`config.mk`:
```
export PLATFORM = sky130hd
export DESIGN_NAME = apb_reg_bank_flat
export DESIGN_NICKNAME = d
export VERILOG_FILES = /design/src/rtl/apb_reg_bank_if.sv /design/src/rtl/apb_reg_bank.sv /design/src/flat_wrapper.sv
export SDC_FILE = /design/constraint.sdc
export NUM_CORES = 1
export LEC_CHECK = 0
export CAP_MARGIN = 0
export CORE_UTILIZATION = 30
export CTS_CLUSTER_SIZE = 10
export DETAILED_ROUTE_END_ITERATION = 16
export PLACE_DENSITY = 0.67
export SLEW_MARGIN = 20
export SYNTH_ARGS = -nofsm -noshare
export SYNTH_HDL_FRONTEND = slang
export SYNTH_SLANG_ARGS = --single-unit
```
`constraint.sdc`:
```
create_clock -name pclk -period 2.98 [get_ports pclk]
set_input_delay 0.745 -clock pclk [delete_from_list [all_inputs] [get_ports pclk]]
set_output_delay 0.745 -clock pclk [all_outputs]
set_load 0.05 [all_outputs]
```
`src/rtl/apb_reg_bank_if.sv`:
```
// rtl/apb_reg_bank_if.sv - APB bus bundle with master and slave views
interface apb_reg_bank_if #(
    parameter int ADDR_WIDTH = 12,
    parameter int DATA_WIDTH = 32
);
    logic                    psel;
    logic                    penable;
    logic                    pwrite;
    logic [ADDR_WIDTH-1:0]   paddr;
    logic [DATA_WIDTH-1:0]   pwdata;
    logic [DATA_WIDTH/8-1:0] pstrb;
    logic [DATA_WIDTH-1:0]   prdata;
    logic                    pready;
    logic                    pslverr;

    modport master (
        output psel, penable, pwrite, paddr, pwdata, pstrb,
        input  prdata, pready, pslverr
    );

    modport slave (
        input  psel, penable, pwrite, paddr, pwdata, pstrb,
        output prdata, pready, pslverr
    );
endinterface

```
`src/rtl/apb_reg_bank.sv`:
```
// rtl/apb_reg_bank.sv - APB register bank with wait states and ID block; optional write lock under APB_REG_LOCK_EN
module apb_reg_bank #(
    parameter int                    ADDR_WIDTH  = 12,
    parameter int                    DATA_WIDTH  = 32,
    parameter int                    NUM_REGS    = 8,
    parameter int                    WAIT_CYCLES = 0,
    parameter logic [DATA_WIDTH-1:0] RESET_VAL   = '0
) (
    input  logic                           pclk,
    input  logic                           rstn,
    apb_reg_bank_if.slave                  bus,
    input  logic [3:0]                     ecorevnum,
    output logic [NUM_REGS*DATA_WIDTH-1:0] reg_out
);
    localparam int NB = DATA_WIDTH / 8;
    localparam int IW = (NUM_REGS > 1) ? $clog2(NUM_REGS) : 1;

    typedef enum logic [1:0] {IDLE, WAIT, DONE} state_t;

    state_t                r_state;
    logic [3:0]            r_cnt;
    logic [DATA_WIDTH-1:0] r_regs [NUM_REGS];
    logic                  r_lock;

    logic [9:0]            w_idx;
    logic                  w_data_hit;
    logic                  w_id_hit;
    logic                  w_lock_hit;
    logic                  w_err;
    logic                  w_commit;
    logic [7:0]            w_id_val;
    logic [DATA_WIDTH-1:0] w_rd_val;
    logic                  w_unused;

    assign w_unused   = ^bus.paddr[1:0];
    assign w_idx      = bus.paddr[11:2];
    assign w_data_hit = (w_idx < 10'(NUM_REGS));
    assign w_id_hit   = (w_idx >= 10'h3F4);
`ifdef APB_REG_LOCK_EN
    assign w_lock_hit = (w_idx == 10'h3C0);
`else
    assign w_lock_hit = 1'b0;
`endif

    // Unmapped, ID-region writes and locked data writes all complete with an error and no update
    assign w_err = !(w_data_hit || w_id_hit || w_lock_hit)
                 || (bus.pwrite && w_id_hit)
                 || (bus.pwrite && w_data_hit && r_lock);

    assign w_commit = (r_state == DONE) && bus.psel && bus.penable && bus.pwrite && !w_err;

    always_comb begin
        w_id_val = 8'h00;
        case (w_idx[3:0])
            4'h4:    w_id_val = 8'h04;
            4'h8:    w_id_val = 8'h19;
            4'h9:    w_id_val = 8'hB8;
            4'hA:    w_id_val = 8'h1B;
            4'hB:    w_id_val = {ecorevnum, 4'h0};
            4'hC:    w_id_val = 8'h0D;
            4'hD:    w_id_val = 8'hF0;
            4'hE:    w_id_val = 8'h05;
            4'hF:    w_id_val = 8'hB1;
            default: w_id_val = 8'h00;
        endcase
    end

    always_comb begin
        w_rd_val = '0;
        if (w_data_hit)
            w_rd_val = r_regs[w_idx[IW-1:0]];
        else if (w_id_hit)
            w_rd_val = DATA_WIDTH'(w_id_val);
        else if (w_lock_hit)
            w_rd_val = DATA_WIDTH'(r_lock);
    end

    assign bus.pready  = (r_state == DONE);
    assign bus.pslverr = (r_state == DONE) && w_err;
    assign bus.prdata  = ((r_state == DONE) && !bus.pwrite) ? w_rd_val : '0;

    always_ff @(posedge pclk or negedge rstn) begin
        if (!rstn) begin
            r_state <= IDLE;
            r_cnt   <= '0;
        end else begin
            case (r_state)
                IDLE: begin
                    if (bus.psel && !bus.penable) begin
                        if (WAIT_CYCLES == 0) begin
                            r_state <= DONE;
                        end else begin
                            r_state <= WAIT;
                            r_cnt   <= 4'(WAIT_CYCLES - 1);
                        end
                    end
                end
                WAIT: begin
                    if (!bus.psel)
                        r_state <= IDLE;
                    else if (r_cnt == 4'd0)
                        r_state <= DONE;
                    else
                        r_cnt <= r_cnt - 4'd1;
                end
                DONE:    r_state <= IDLE;
                default: r_state <= IDLE;
            endcase
        end
    end

    always_ff @(posedge pclk or negedge rstn) begin
        if (!rstn) begin
            for (int k = 0; k < NUM_REGS; k++)
                r_regs[k] <= RESET_VAL;
            r_lock <= 1'b0;
        end else if (w_commit) begin
            if (w_data_hit) begin
                for (int b = 0; b < NB; b++)
                    if (bus.pstrb[b])
                        r_regs[w_idx[IW-1:0]][b*8 +: 8] <= bus.pwdata[b*8 +: 8];
            end
`ifdef APB_REG_LOCK_EN
            if (w_lock_hit && bus.pstrb[0] && bus.pwdata[0])
                r_lock <= 1'b1;
`endif
        end
    end

    for (genvar k = 0; k < NUM_REGS; k++) begin : g_reg_out
        assign reg_out[k*DATA_WIDTH +: DATA_WIDTH] = r_regs[k];
    end
endmodule
```
`src/flat_wrapper.sv`:
```
// flat-port wrapper written by rule: the top's interface ports become plain ports
module apb_reg_bank_flat 
#(
    parameter int                    ADDR_WIDTH  = 12,
    parameter int                    DATA_WIDTH  = 32,
    parameter int                    NUM_REGS    = 8,
    parameter int                    WAIT_CYCLES = 0,
    parameter logic [DATA_WIDTH-1:0] RESET_VAL   = '0
)
  (pclk, rstn, ecorevnum, reg_out, bus_psel, bus_penable, bus_pwrite, bus_paddr, bus_pwdata, bus_pstrb, bus_prdata, bus_pready, bus_pslverr);
  apb_reg_bank_if #(.ADDR_WIDTH(ADDR_WIDTH), .DATA_WIDTH(DATA_WIDTH)) bus_i ();
  input  logic pclk;
  input  logic rstn;
  input  logic [3:0] ecorevnum;
  output logic [NUM_REGS*DATA_WIDTH-1:0] reg_out;
  input wire logic [$bits(bus_i.psel)-1:0] bus_psel;
  input wire logic [$bits(bus_i.penable)-1:0] bus_penable;
  input wire logic [$bits(bus_i.pwrite)-1:0] bus_pwrite;
  input wire logic [$bits(bus_i.paddr)-1:0] bus_paddr;
  input wire logic [$bits(bus_i.pwdata)-1:0] bus_pwdata;
  input wire logic [$bits(bus_i.pstrb)-1:0] bus_pstrb;
  output wire logic [$bits(bus_i.prdata)-1:0] bus_prdata;
  output wire logic [$bits(bus_i.pready)-1:0] bus_pready;
  output wire logic [$bits(bus_i.pslverr)-1:0] bus_pslverr;
  assign bus_i.psel = bus_psel;
  assign bus_i.penable = bus_penable;
  assign bus_i.pwrite = bus_pwrite;
  assign bus_i.paddr = bus_paddr;
  assign bus_i.pwdata = bus_pwdata;
  assign bus_i.pstrb = bus_pstrb;
  assign bus_prdata = bus_i.prdata;
  assign bus_pready = bus_i.pready;
  assign bus_pslverr = bus_i.pslverr;
  apb_reg_bank #(.ADDR_WIDTH(ADDR_WIDTH), .DATA_WIDTH(DATA_WIDTH), .NUM_REGS(NUM_REGS), .WAIT_CYCLES(WAIT_CYCLES), .RESET_VAL(RESET_VAL)) u_core (.pclk(pclk), .rstn(rstn), .bus(bus_i), .ecorevnum(ecorevnum), .reg_out(reg_out));
endmodule
```
Word level (Yosys, flattened, before mapping)
Cells that the tools add are included.
Widths: inputs -> output; s select.
- register bits after elaboration: 262
- bits of input ports: 57
- output and inout port bits: 290
- logic and storage cells: 86
- add/sub/neg operators: 1
- $lt $le $gt $ge: 4
- equality and inequality tests: 13
- multiplexer cells: 33
- bitwise logic cells: 2
- reduce and logical (&&, ||, !) cells: 23
- operator list (kind ; count):
    $mux 256 ; 10
    $bwmux 256 ; 4
    $demux 32 s3 ; 4
    $mux 32 ; 5
    $bmux 32 s3 ; 1
    $pmux 8 s9 ; 1
    $eq 4x4->1 const B ; 8
    $mux 24 ; 1
    $mux 16 ; 1
    $mux 8 ; 2
    $logic_and 1x1->1 ; 11
    $ge 10x10->1 const B ; 1
    $lt 10x4->1 const B ; 1
    $mux 2 ; 3
    $eq 4x3->1 const B ; 1
    $ge 4x4->1 const B ; 1
    $logic_not 1->1 ; 4
    $logic_not 4->1 ; 1
    $lt 4x1->1 const B ; 1
    $not 3->4 ; 1
    $pmux 2 s2 ; 1
    $reduce_and 2->1 ; 2
    $sub 4x1->4 const B ; 1
    $logic_or 1x1->1 ; 3
    7 further kinds ; 7

Depth between registers and ports, before layout
Gate-level depths: netlist of the first run.
- depth after elaboration: 19
- gate-level depth with buffers: 8
- gate-level depth less buffers: 4

Least setup slack after synthesis of the first run
Ideal clock, no wire load.
- kind: input -> output
- start point: input bus_paddr[3]
- end point: output bus_prdata[4]
- arrival time: 3.233 ns
- data required time: 2.235 ns
- path slack: -0.998 ns
- stages on the path: 5
- path buffers: 3
- cells stage by stage: buf_2 > buf_1 > clkbuf_1 > a211oi_1 > nor4bb_1
- word-level cells in the longest chain between the ends: 6
- elaborated cells on any way between the ends: 19
- those cells by class: order compare (2); eq/ne (9); mux (7); bitwise (1)
- RTL lines (element ; line ; text):
    start, declared ; flat_wrapper.sv:19 ; input wire logic [$bits(bus_i.paddr)-1:0] bus_paddr;
    branches (longest 4 deep; another with $ge 10x10->1) ; -- ;
    $mux 32 (*) ; apb_reg_bank.sv:70 ; if (w_data_hit)
    $mux 32 (*) ; apb_reg_bank.sv:80 ; assign bus.prdata = ((r_state == DONE) && !bus.pwrite) ? w_rd_val : '0;
    end, declared ; flat_wrapper.sv:22 ; output wire logic [$bits(bus_i.prdata)-1:0] bus_prdata;
Mark *: on every way between the ends. The select of a mux whose other input is x is not followed.

Final worst setup path of the first run
- start point: input bus_paddr[2]
- end point: output bus_prdata[16]
- word-level cells in the longest chain between the ends: 6
- elaborated cells on any way between the ends: 7
- those cells by class: order compare (1); mux (5); bitwise (1)
- RTL lines (element ; line):
    branches (longest 4 deep; another with $lt 10x4->1) ; --
    $mux 32 (*) ; apb_reg_bank.sv:70
    $mux 32 (*) ; apb_reg_bank.sv:80
Marked as above.

==> results by group, run 1 <==
Outcome
  • Status: finished clean

Clocking
  • CTS hold repair buffers: 0
  • Max clock buf depth: 3
  • CTS tree: built
  • TritonCTS Buffers: 30
  • CTS Root Cell: clkbuf_16
  • H-Tree Depth: 1
  • Clk slew on worst S/H paths: 50 ps
  • Clk_lat worst skew: 560 ps
  • Clk sinks: 257

Global routing
  • Global-route wire length before repair: 61100 um
  • Met3 usage: 4.09%
  • Most used routing layer: met2
  • Initial antenna violation count: 5
  • Met1 Use GR: 26.4%
  • Gr usage total: 19.7%
  • Largest net degree at the start of global routing: 83
  • Grt total ovfl: 0
  • Grt met2 use: 32.5%
  • Number of global-route vias before repair: 9313

Critical path
  • Worst setup path category: primary input to output port
  • Delay-heaviest family, CP: buffers and inverters
  • Worst path arrival time: 2230 ps
  • Max stage delay cell, worst path: mux4_2
  • Worst EP required: 2240 ps
  • Critical Path Most Common Cell: buf_12
  • Worst path cell trace: buf_12 > buf_12 > buf_12 > mux4_2 > mux2i_1 > buf_4 > nor2_4 > buf_12
  • CP endpoint kind: output port
  • WP buf/inv: 5
  • Worst setup SP type: primary input
  • Largest stage delay, worst path: 500 ps
  • Crit path max fanout: 8

Timing
  • Endpoints failing hold: 0
  • Fin crit share: 99.9%
  • Max frequency: 336 MHz
  • Max-slew violations: 0
  • Fin crit period: 2980 ps
  • Final Skew: 9.90 ps
  • Hold WS: 196 ps
  • Slew headroom: 54.7%
  • Worst-margin pin slew: 680 ps
  • Unrepaired setup endpoints after global routing: yes
  • Setup-failing EPs final: 0

Drt
  • Vias: 8817
  • DRC Markers: 0
  • Vias per cell: 5.02
  • DRT antenna net count: 0
  • Wire length per cell: 23.4 um
  • DRT iter0 DRCs: 265
  • Iteration count of the initial detailed-routing pass: 4
  • Routed wire length: 41100 um

Yosys
  • #FFs+latches synth: 257
  • Ys async rst share: 100%
  • Top cells by area, synth: dfrtp_1 (53%), mux2_2 (21%), mux4_2 (11%), mux2i_1 (3.0%), mux2_4 (2.0%)
  • Yosys top cell by area: dfrtp_1
  • Mapped cell area: 12200 sq um
  • Synth Warn #: 1
  • Synth top cells by count: dfrtp_1 (257), mux2_2 (232), mux4_2 (58)
  • Syn nets: 842
  • Synth Instances: 785
  • Post-synth EDFFs: 0
  • Most common cell in the netlist: dfrtp_1
  • Post-synth top area share: 52.8%
  • Average size of a mapped cell: 15.5 sq um
  • Synth Flop Type: dfrtp_1
  • Sequential area share after synthesis: 52.8%
  • Unique masters post-synth: 48

Die
  • IO Count: 347
  • Die ar.: 41400 sq um
  • Core Rows: 73
  • Die Y: 204 um
  • Die width: 204 um
  • Core ar.: 39900 sq um
  • Initial Utilization: 30.5%

Finish
  • Area Overhead vs Synth: 54.2%
  • Final Cell Area: 18800 sq um
  • Share of cells above drive strength 1: 46.7%
  • FILL cells: 3513
  • NumNets Final: 1282

Placed design
  • Port Buffers: 344
  • Placed Area: 17800 sq um
  • Gpl congestion: 0.808
  • Post-DP HPWL: 29700 um

Power and ir drop
  • Leakage: 0.00827 uW
  • Power Dens Cells: 383 nW/um^2
  • Total Power: 7200 uW
  • Maximum vdd ir drop: 0.383 mV

Job
  • Max-cap violations: 0

Min path
  • Hold Crit Class: primary input to async pin
[cell families (layout without fill, tap and decap cells)]
family / count (synthesis) / after routing / share of synthesized area, %
AOI/OAI and AO/OA: 22 / 22 / 1.15
buffers and inverters: 38 / 484 / 1.53
DFF: 257 / 257 / 52.8
muxes: 351 / 351 / 37.9
other: 0 / 2 / 0
and+or+nand+nor: 117 / 117 / 6.65
[state kept, by name (all words and copies together) (netlist names)]
name / flops
u_core.r_state: 1
u_core.reg_out: 256
[stage by stage]
step / setup WS (ps) / cells / util [%] / TNS, ps
final: 3.10 / 1758 / 47.1 / 0
after floorplan: -35.2 / 785 / - / -35.2
after CTS: -13.7 / 1753 / 46.9 / -13.7
after detailed placement: -385 / 1711 / 44.5 / -33980
after global routing: -6.61 / 1756 / 47.1 / -6.61
after global placement: -359 / 1711 / 44.5 / -29660
[metal layers]
layer / part of all wire [%] / wire length [um]
met5: 0.095 / 39
met4: 2.1 / 867
met3: 5.6 / 2290
met2: 49 / 20000
met1: 44 / 17900
[report_power, final]
part	internal, uW	leakage [uW]	switching (uW)
Clock	1880	0.000412	1350
Sequential	3490	0.00359	3.63
Combinational	189	0.00427	272
[worst paths after layout]
check / from / endpoint / slack [ps] / cells past startpoint
max in group asynchronous: rstn / u_core.reg_out[90] / 1950 / 2
min in group pclk: u_core.reg_out[55] / u_core.reg_out[55] / 530 / 1
worst min-delay path: rstn / u_core.reg_out[20] / 200 / 1
worst max-delay path: bus_paddr[2] / bus_prdata[16] / 3 / 8
worst max register to register: u_core.r_state[1] / u_core.reg_out[251] / 830 / 6
worst min register to register: u_core.reg_out[55] / u_core.reg_out[55] / 530 / 1
[timing repair]
item	in CTS	in global routing
cloned	0	1
pin swaps	6	5
endpoints found under the setup margin	33	16
resized for setup	29	24
buffers inserted	4	2
[worst reg2reg max path, cell delays in order (launching register included)]
cell and delay, ps:
dfrtp_1 510, and4_1 350, buf_4 160, nand3_1 250, nor2_2 250, buf_12 170
mux2_2 340
[cell usage in the layout, fill, tap and decap left out, drive strengths merged, types with 2 or more instances in the layout]
cell             n
clkdlybuf4s50  299
dfrtp          257
mux2           256
buf            135
mux4            58
clkbuf          43
nor2            41
mux2i           37
nand2           24
nor3            11
nor2b            7
a21oi            7
nor4             6
nand3            6
o22ai            5
inv              3
nand2b           3
nor4b            3
o21ai            3
or4              3
diode            2
or2b             2
o211ai           2
and4             2
nand4            2
dlygate4sd2      2
or3              2
clkinv           2
[layout make-up]
cell class              count  area, sq um  area share (%)
well taps                 525          657            3.50
clock buffers              36          813            4.33
diodes                      2         5.00          0.0266
repair buffers            443         4890            26.0
clock inverters             2         21.3           0.113
inverters                   3         11.3          0.0599
flip-flops and latches    257         6430            34.2
multi-input cells         490         5960            31.7
(Power assumes the default switching activity.)
==> run 2: changes to the inputs <==
--- a/config.mk
+++ b/config.mk
@@ -9,8 +9,8 @@
 export CORE_UTILIZATION = 30
 export CTS_CLUSTER_SIZE = 10
 export DETAILED_ROUTE_END_ITERATION = 16
+export GPL_ROUTABILITY_DRIVEN = 1
 export PLACE_DENSITY = 0.67
-export SLEW_MARGIN = 20
 export SYNTH_ARGS = -nofsm -noshare
 export SYNTH_HDL_FRONTEND = slang
 export SYNTH_SLANG_ARGS = --single-unit
==> results of run 2 <==
The final DEF is identical to that of run 1; final timing and power are the same.
==> run 3: changes to the inputs <==
--- a/config.mk
+++ b/config.mk
@@ -5,6 +5,7 @@
 export SDC_FILE = /design/constraint.sdc
 export NUM_CORES = 1
 export LEC_CHECK = 0
+export ABC_AREA = 0
 export CAP_MARGIN = 0
 export CORE_UTILIZATION = 30
 export CTS_CLUSTER_SIZE = 10
==> results of run 3 <==
The final DEF is identical to that of run 1; final timing and power are the same.
